--- config.mk ---
export PLATFORM = sky130hd
export DESIGN_NAME = mandel_iter
export DESIGN_NICKNAME = d
export VERILOG_FILES = /design/src/rtl/mandel_pkg.sv /design/src/rtl/mandel_iter.sv
export SDC_FILE = /design/constraint.sdc
export NUM_CORES = 1
export LEC_CHECK = 0
export CELL_PAD_IN_SITES_DETAIL_PLACEMENT = 0
export CELL_PAD_IN_SITES_GLOBAL_PLACEMENT = 1
export CORE_ASPECT_RATIO = 0.75
export CORE_MARGIN = 3
export CORE_UTILIZATION = 35
export DETAILED_ROUTE_END_ITERATION = 12
export PLACE_DENSITY = 0.62
export SLEW_MARGIN = 0
export SYNTH_ARGS = -nofsm -noshare
export SYNTH_HDL_FRONTEND = slang
export SYNTH_SLANG_ARGS = --single-unit
--- constraint.sdc ---
create_clock -name clk -period 26.1 [get_ports clk]
set_clock_uncertainty 0.05 [all_clocks]
set_input_delay 5.22 -clock clk [delete_from_list [all_inputs] [get_ports clk]]
set_output_delay 5.22 -clock clk [all_outputs]
set_load 0.05 [all_outputs]
--- src/rtl/mandel_pkg.sv ---
// rtl/mandel_pkg.sv - shared types, constants and helpers for the Mandelbrot iteration engine
package mandel_pkg;

  localparam int WIDTH_DEF  = 25;
  localparam int FBITS_DEF  = 21;
  localparam int ITER_W_DEF = 8;

  localparam logic [WIDTH_DEF:0]   ESCAPE_MAG = (WIDTH_DEF+1)'(4 << FBITS_DEF);
  localparam logic [WIDTH_DEF-1:0] C_LIMIT    = WIDTH_DEF'(2 << FBITS_DEF);

  typedef enum logic [3:0] {
    S_IDLE,
    S_ISSUE_XX,
    S_WAIT_XX,
    S_ISSUE_YY,
    S_WAIT_YY,
    S_ISSUE_XY,
    S_WAIT_XY,
    S_CHECK,
    S_FINISH
  } mandel_state_e;

  // Symmetric magnitude test; operands are sign-extended so the most negative code is safe.
  function automatic logic abs_gt(input logic signed [31:0] v, input logic signed [31:0] lim);
    return (v > lim) || (v < -lim);
  endfunction

endpackage

--- src/rtl/mandel_iter.sv ---
// rtl/mandel_iter.sv - z = z^2 + c escape-time engine driving an external shared multiplier
// Optional cycle counter output enabled by MANDEL_ITER_STATS_EN.
module mandel_iter
  import mandel_pkg::*;
#(
  parameter int WIDTH  = WIDTH_DEF,
  parameter int FBITS  = FBITS_DEF,
  parameter int ITER_W = ITER_W_DEF
) (
  input  logic              clk,
  input  logic              rst,
  input  logic              start,
  input  logic [WIDTH-1:0]  cx,
  input  logic [WIDTH-1:0]  cy,
  input  logic [ITER_W-1:0] max_iter,
  output logic              busy,
  output logic              done,
  output logic              escaped,
  output logic [ITER_W-1:0] iter,
`ifdef MANDEL_ITER_STATS_EN
  output logic [31:0]       cycles,
`endif
  output logic              mul_start,
  output logic [WIDTH-1:0]  mul_a,
  output logic [WIDTH-1:0]  mul_b,
  input  logic              mul_done,
  input  logic [WIDTH-1:0]  mul_val,
  input  logic              mul_ovf
);

  localparam logic signed [WIDTH:0] ESC_MAG = signed'((WIDTH+1)'(4 << FBITS));
  localparam logic signed [31:0]    C_LIM   = 32'(2 << FBITS);

  mandel_state_e     state_q;
  logic [WIDTH-1:0]  cx_q, cy_q, x_q, y_q, x2_q, y2_q, xy_q;
  logic [ITER_W-1:0] max_q, count_q, iter_q;
  logic              ovf_q, esc_q;
  logic              busy_q, done_q, escaped_q, mul_start_q;
  logic [WIDTH-1:0]  mul_a_q, mul_b_q;
`ifdef MANDEL_ITER_STATS_EN
  logic [31:0]       cyc_q, cycles_q;
`endif

  logic signed [WIDTH:0] mag_d;
  logic [WIDTH-1:0]      x_d, y_d;
  logic [ITER_W-1:0]     count_d;
  logic                  escape_d, c_out_d;

  // Squares are non-negative, so only the one extra bit is needed for the sum.
  assign mag_d    = $signed({x2_q[WIDTH-1], x2_q}) + $signed({y2_q[WIDTH-1], y2_q});
  assign escape_d = ovf_q || (mag_d > ESC_MAG);
  assign x_d      = x2_q - y2_q + cx_q;
  assign y_d      = {xy_q[WIDTH-2:0], 1'b0} + cy_q;
  assign count_d  = count_q + ITER_W'(1);
  assign c_out_d  = abs_gt(32'($signed(cx)), C_LIM) || abs_gt(32'($signed(cy)), C_LIM);

  always_ff @(posedge clk or posedge rst) begin
    if (rst) begin
      state_q     <= S_IDLE;
      cx_q        <= '0;
      cy_q        <= '0;
      x_q         <= '0;
      y_q         <= '0;
      x2_q        <= '0;
      y2_q        <= '0;
      xy_q        <= '0;
      max_q       <= '0;
      count_q     <= '0;
      iter_q      <= '0;
      ovf_q       <= 1'b0;
      esc_q       <= 1'b0;
      busy_q      <= 1'b0;
      done_q      <= 1'b0;
      escaped_q   <= 1'b0;
      mul_start_q <= 1'b0;
      mul_a_q     <= '0;
      mul_b_q     <= '0;
`ifdef MANDEL_ITER_STATS_EN
      cyc_q       <= '0;
      cycles_q    <= '0;
`endif
    end else begin
      done_q      <= 1'b0;
      mul_start_q <= 1'b0;
`ifdef MANDEL_ITER_STATS_EN
      if (state_q != S_IDLE) cyc_q <= cyc_q + 32'd1;
`endif
      case (state_q)
        S_IDLE: begin
          if (start) begin
            cx_q    <= cx;
            cy_q    <= cy;
            max_q   <= max_iter;
            x_q     <= '0;
            y_q     <= '0;
            count_q <= '0;
            ovf_q   <= 1'b0;
            busy_q  <= 1'b1;
`ifdef MANDEL_ITER_STATS_EN
            cyc_q   <= 32'd1;
`endif
            if (c_out_d) begin
              esc_q   <= 1'b1;
              state_q <= S_FINISH;
            end else if (max_iter == '0) begin
              esc_q   <= 1'b0;
              state_q <= S_FINISH;
            end else begin
              esc_q       <= 1'b0;
              mul_start_q <= 1'b1;
              mul_a_q     <= '0;
              mul_b_q     <= '0;
              state_q     <= S_ISSUE_XX;
            end
          end
        end
        S_ISSUE_XX: state_q <= S_WAIT_XX;
        S_ISSUE_YY: state_q <= S_WAIT_YY;
        S_ISSUE_XY: state_q <= S_WAIT_XY;
        S_WAIT_XX: begin
          if (mul_done) begin
            x2_q        <= mul_val;
            ovf_q       <= ovf_q | mul_ovf;
            mul_start_q <= 1'b1;
            mul_a_q     <= y_q;
            mul_b_q     <= y_q;
            state_q     <= S_ISSUE_YY;
          end
        end
        S_WAIT_YY: begin
          if (mul_done) begin
            y2_q        <= mul_val;
            ovf_q       <= ovf_q | mul_ovf;
            mul_start_q <= 1'b1;
            mul_a_q     <= x_q;
            mul_b_q     <= y_q;
            state_q     <= S_ISSUE_XY;
          end
        end
        S_WAIT_XY: begin
          if (mul_done) begin
            xy_q    <= mul_val;
            ovf_q   <= ovf_q | mul_ovf;
            state_q <= S_CHECK;
          end
        end
        S_CHECK: begin
          if (escape_d) begin
            esc_q   <= 1'b1;
            state_q <= S_FINISH;
          end else begin
            x_q     <= x_d;
            y_q     <= y_d;
            count_q <= count_d;
            ovf_q   <= 1'b0;
            if (count_d == max_q) begin
              esc_q   <= 1'b0;
              state_q <= S_FINISH;
            end else begin
              mul_start_q <= 1'b1;
              mul_a_q     <= x_d;
              mul_b_q     <= x_d;
              state_q     <= S_ISSUE_XX;
            end
          end
        end
        S_FINISH: begin
          done_q    <= 1'b1;
          busy_q    <= 1'b0;
          iter_q    <= count_q;
          escaped_q <= esc_q;
`ifdef MANDEL_ITER_STATS_EN
          cycles_q  <= cyc_q + 32'd1;
`endif
          state_q   <= S_IDLE;
        end
        default: state_q <= S_IDLE;
      endcase
    end
  end

  assign busy      = busy_q;
  assign done      = done_q;
  assign escaped   = escaped_q;
  assign iter      = iter_q;
  assign mul_start = mul_start_q;
  assign mul_a     = mul_a_q;
  assign mul_b     = mul_b_q;
`ifdef MANDEL_ITER_STATS_EN
  assign cycles    = cycles_q;
`endif

endmodule

==> results_dict.tcl <==
set metrics [dict create \
    outcome "complete, no violations" \
    switching_share_pct 46.24 \
    num-nets-final 1801 \
    path_class "input port to register" \
    pwr-share-seq_pct 23.9 \
    ys.warnings.count 0 \
    hpwlAfterDp_um 32730 \
    wl_per_cell_um 20.08 \
    slowest_stage "nor4_1" \
    grt_max_degree 101 \
    via_per_inst 5.217 \
    die_y_um 185.3 \
    totalPowerFinal_uw 2664 \
    fin_crit_sh_pct 36.26 \
    grt_pass1_wl_um 69490 \
    synth_edf_count 0 \
    cp_max_fo 39 \
    ys_seq_area_share_pct 43.02 \
    clockBufferDepth 3 \
    crit_chain "clkdlybuf4s50_1, nor4_1, nand4_1, or4_1, a211oi_1, a31oi_1, a211oi_1, a21boi_1, a221o_1, nand2_1, buf_4, nor2_4, buf_4, a2bb2oi_1" \
    gp_congestion 0.8438 \
    maxSlewViolCount 0 \
    irDropWorstVdd_mv 0.06466 \
    yosys.area.top_type_share_pct 43.02 \
    grt-ovfl-total 0 \
    max_cap_viol_count 0 \
    power.switching_uw 1232 \
    cts_resized 0 \
    ys_ff_latch 258 \
    layout-drive-gt1-share_pct 13.10 \
    cts_setup_buffers 0 \
    hold_buffers 0 \
    hp-start "cy_q[15]$_DFFE_PP0P_" \
    synth-async-reset-ratio_pct 100.0 \
    slowest_delay_ns 0.83 \
    reg2reg_from "x2_q[0]$_DFFE_PP0P_" \
    end_kind "register" \
    setup_viol 0 \
    rsz0062_at_grt "no" \
    cts.sinks 258 \
    crit_end "mul_b[8]$_DFFE_PP0P_" \
    worstMarginPinSlew_ns 1.070 \
    grt_antenna_before_repair 1 \
    finalHoldViolCount 0 \
    critPathLaunch "cx[5]" \
    p_int_uw 1432 \
    arrival_ns 9.89 \
    leakage_uw 0.008471 \
    avgSynthCellArea_sq_um 10.15 \
    clk_pin_slew_ns 0.06 \
    hold_path.class "register to register" \
    portBuffers 149 \
    rr_endpoint "x_q[23]$_DFFE_PP0P_" \
    synth_cell_types 69 \
    htree_levels 1 \
    track_usage_pct 19.65 \
    utilization_pct 42.84 \
    p_clk_share_pct 16.0 \
    critPathLaunchType "input port" \
    ios 150 \
    fmax_mhz 105.7 \
    core_area_sq_um 42210 \
    r2r_cells 15 \
    finalCriticalPeriod_ns 9.464 \
    drc_errors 0 \
    ant_nets 0 \
    clk-insertion-delay-late_ns 0.56 \
    cp.required_ns 26.52 \
    p_per_area_nw_per_um2 147.3 \
    crit_family "simple AND/OR/NAND/NOR gates" \
    r2r_slack_ns 20.25 \
    drtIter0Drc 787 \
    ys.flop_type "dfrtp_1" \
    syn-num-nets 1666 \
    die_width_um 245.1 \
    first_global_vias 11728 \
    antennaDiodeCount 0 \
    yosys-top-cells-area "dfrtp_1 43%, mux2_2 6.6%, ha_1 6.2%" \
    synth_area_sq_um 15010 \
    drtPass1Iterations 5 \
    root_buffer "clkbuf_16" \
    cts_tree "built" \
    fillers 4093 \
    slew_headroom_pct 28.64 \
    die-area_sq_um 45420 \
    area_delta_synth_final_pct 20.49 \
    netlist_top_cells_count "258 x dfrtp_1, 203 x nand2_1, 122 x inv_1" \
    crit_buf_inv 3 \
    setup_tns_ns 0 \
    start_util_pct 35.55 \
    numCtsBuffers 29 \
    synth_area_leader_cell "dfrtp_1" \
    num_vias 11488 \
    synth_most_common_cell "dfrtp_1" \
    combPwrFrac_pct 60.1 \
    path_depth 14 \
    rows 65 \
    syn_inst 1478 \
    wirelength_um 44210 \
]
[power by group through the flow]
stage / logic [uW] / clock network [uW] / registers [uW]
detailed placement: 1600 / 0 / 644
finish: 1600 / 427 / 637
floorplan: 1090 / 0 / 764
global placement: 1590 / 0 / 644
global route: 1780 / 455 / 656
CTS: 1610 / 439 / 639
[kinds of logic (layout without fill, tap and decap cells)]
logic type | count (synthesis) | count (layout) | share of synthesized area [%]
AOI/OAI and AO/OA | 318 | 318 | 15.04
xor gates and xnor gates | 66 | 66 | 3.852
DFF | 258 | 258 | 43.02
muxes | 132 | 132 | 10.87
adders and majority gates | 100 | 100 | 9.638
buffers and inverters | 184 | 339 | 4.886
and+or+nand+nor | 420 | 420 | 12.69
[sequential cells by signal (all words and copies together) (netlist names), 4 cells and up]
register / cells
count_q: 8
state_q: 4
xy_q: 24
mul_a: 25
cx_q: 25
cy_q: 25
y_q: 25
iter: 8
y2_q: 25
x2_q: 25
max_q: 8
x_q: 25
mul_b: 25
[tightest hold or removal path: stages, from the launching register on]
cell and delay, ns:
dfrtp_1 0.34, nand2_1 0.05, nand2_1 0.05
[metrics by stage]
stage	setup WS (ns)	area, sq um	std cells	hold WS [ns]
finish	16.64	18080	2202	0.4321
global route	16.13	18080	2202	0.4655
CTS	16.42	18080	2202	0.4389
detailed placement	15.84	17100	2151	0.4224
global placement	15.88	17100	2151	0.4166
floorplan	13.73	15010	1478	0.3961
[cell usage in the layout, fill, tap and decap left out, types with 5 or more instances in the layout]
| cell type | netlist | final |
|---|---|---|
| a211oi_1 | 13 | 13 |
| o21bai_1 | 11 | 11 |
| buf_4 | 0 | 17 |
| nor2_1 | 74 | 73 |
| a21oi_1 | 52 | 52 |
| a2bb2oi_1 | 52 | 52 |
| dfrtp_1 | 258 | 258 |
| fa_1 | 26 | 26 |
| nand2b_1 | 5 | 5 |
| mux2_4 | 40 | 40 |
| nand2_1 | 203 | 201 |
| inv_1 | 122 | 121 |
| a31oi_1 | 14 | 14 |
| nor3_1 | 35 | 35 |
| xnor2_1 | 38 | 38 |
| clkbuf_1 | 48 | 6 |
| clkdlybuf4s50_1 | 0 | 149 |
| mux2_2 | 88 | 88 |
| nor4_1 | 15 | 15 |
| clkbuf_16 | 0 | 29 |
| or2_2 | 8 | 9 |
| nand3_1 | 23 | 23 |
| a22oi_1 | 27 | 27 |
| xor2_1 | 28 | 28 |
| nor3b_1 | 5 | 5 |
| and3_1 | 16 | 15 |
| ha_1 | 74 | 74 |
| o21ai_0 | 56 | 56 |
| clkbuf_8 | 0 | 8 |
| nand4_1 | 8 | 8 |
| a211o_1 | 6 | 6 |
| a22o_1 | 14 | 14 |
| a21o_1 | 24 | 24 |
[routing by layer]
metal / up-vias / track usage, % / routed length (um)
met4: 0 / 3.422 / 756
li1: 5496 / - / -
met5: - / 0 / 0
met3: 45 / 2.779 / 1784
met2: 248 / 30.53 / 19400
met1: 5699 / 29.45 / 22260
[cell type report]
cell class,instances,area [sq um],share of cell area (%)
inverter,122,465.4,2.574
multi-input combinational,1036,7850,43.41
clock buffer,43,858.3,4.747
timing repair buffer,166,1619,8.954
sequential,258,6456,35.70
tap,569,711.9,3.937
clock inverter,8,121.4,0.6712
[how the worst min path moves through the flow]
| stage | end | slack, ns | cells past startpoint |
|---|---|---|---|
| 6_report | cy_q[15]$_DFFE_PP0P_ | 0.43 | 2 |
| 3_5_place_dp | cy_q[9]$_DFFE_PP0P_ | 0.42 | 2 |
| 3_3_place_gp | cy_q[1]$_DFFE_PP0P_ | 0.42 | 2 |
| 5_1_grt | x_q[8]$_DFFE_PP0P_ | 0.47 | 1 |
| 2_1_floorplan | cy_q[0]$_DFFE_PP0P_ | 0.40 | 2 |
| 4_1_cts | cy_q[9]$_DFFE_PP0P_ | 0.44 | 2 |
Note: power is estimated with default switching activity, not from simulation.
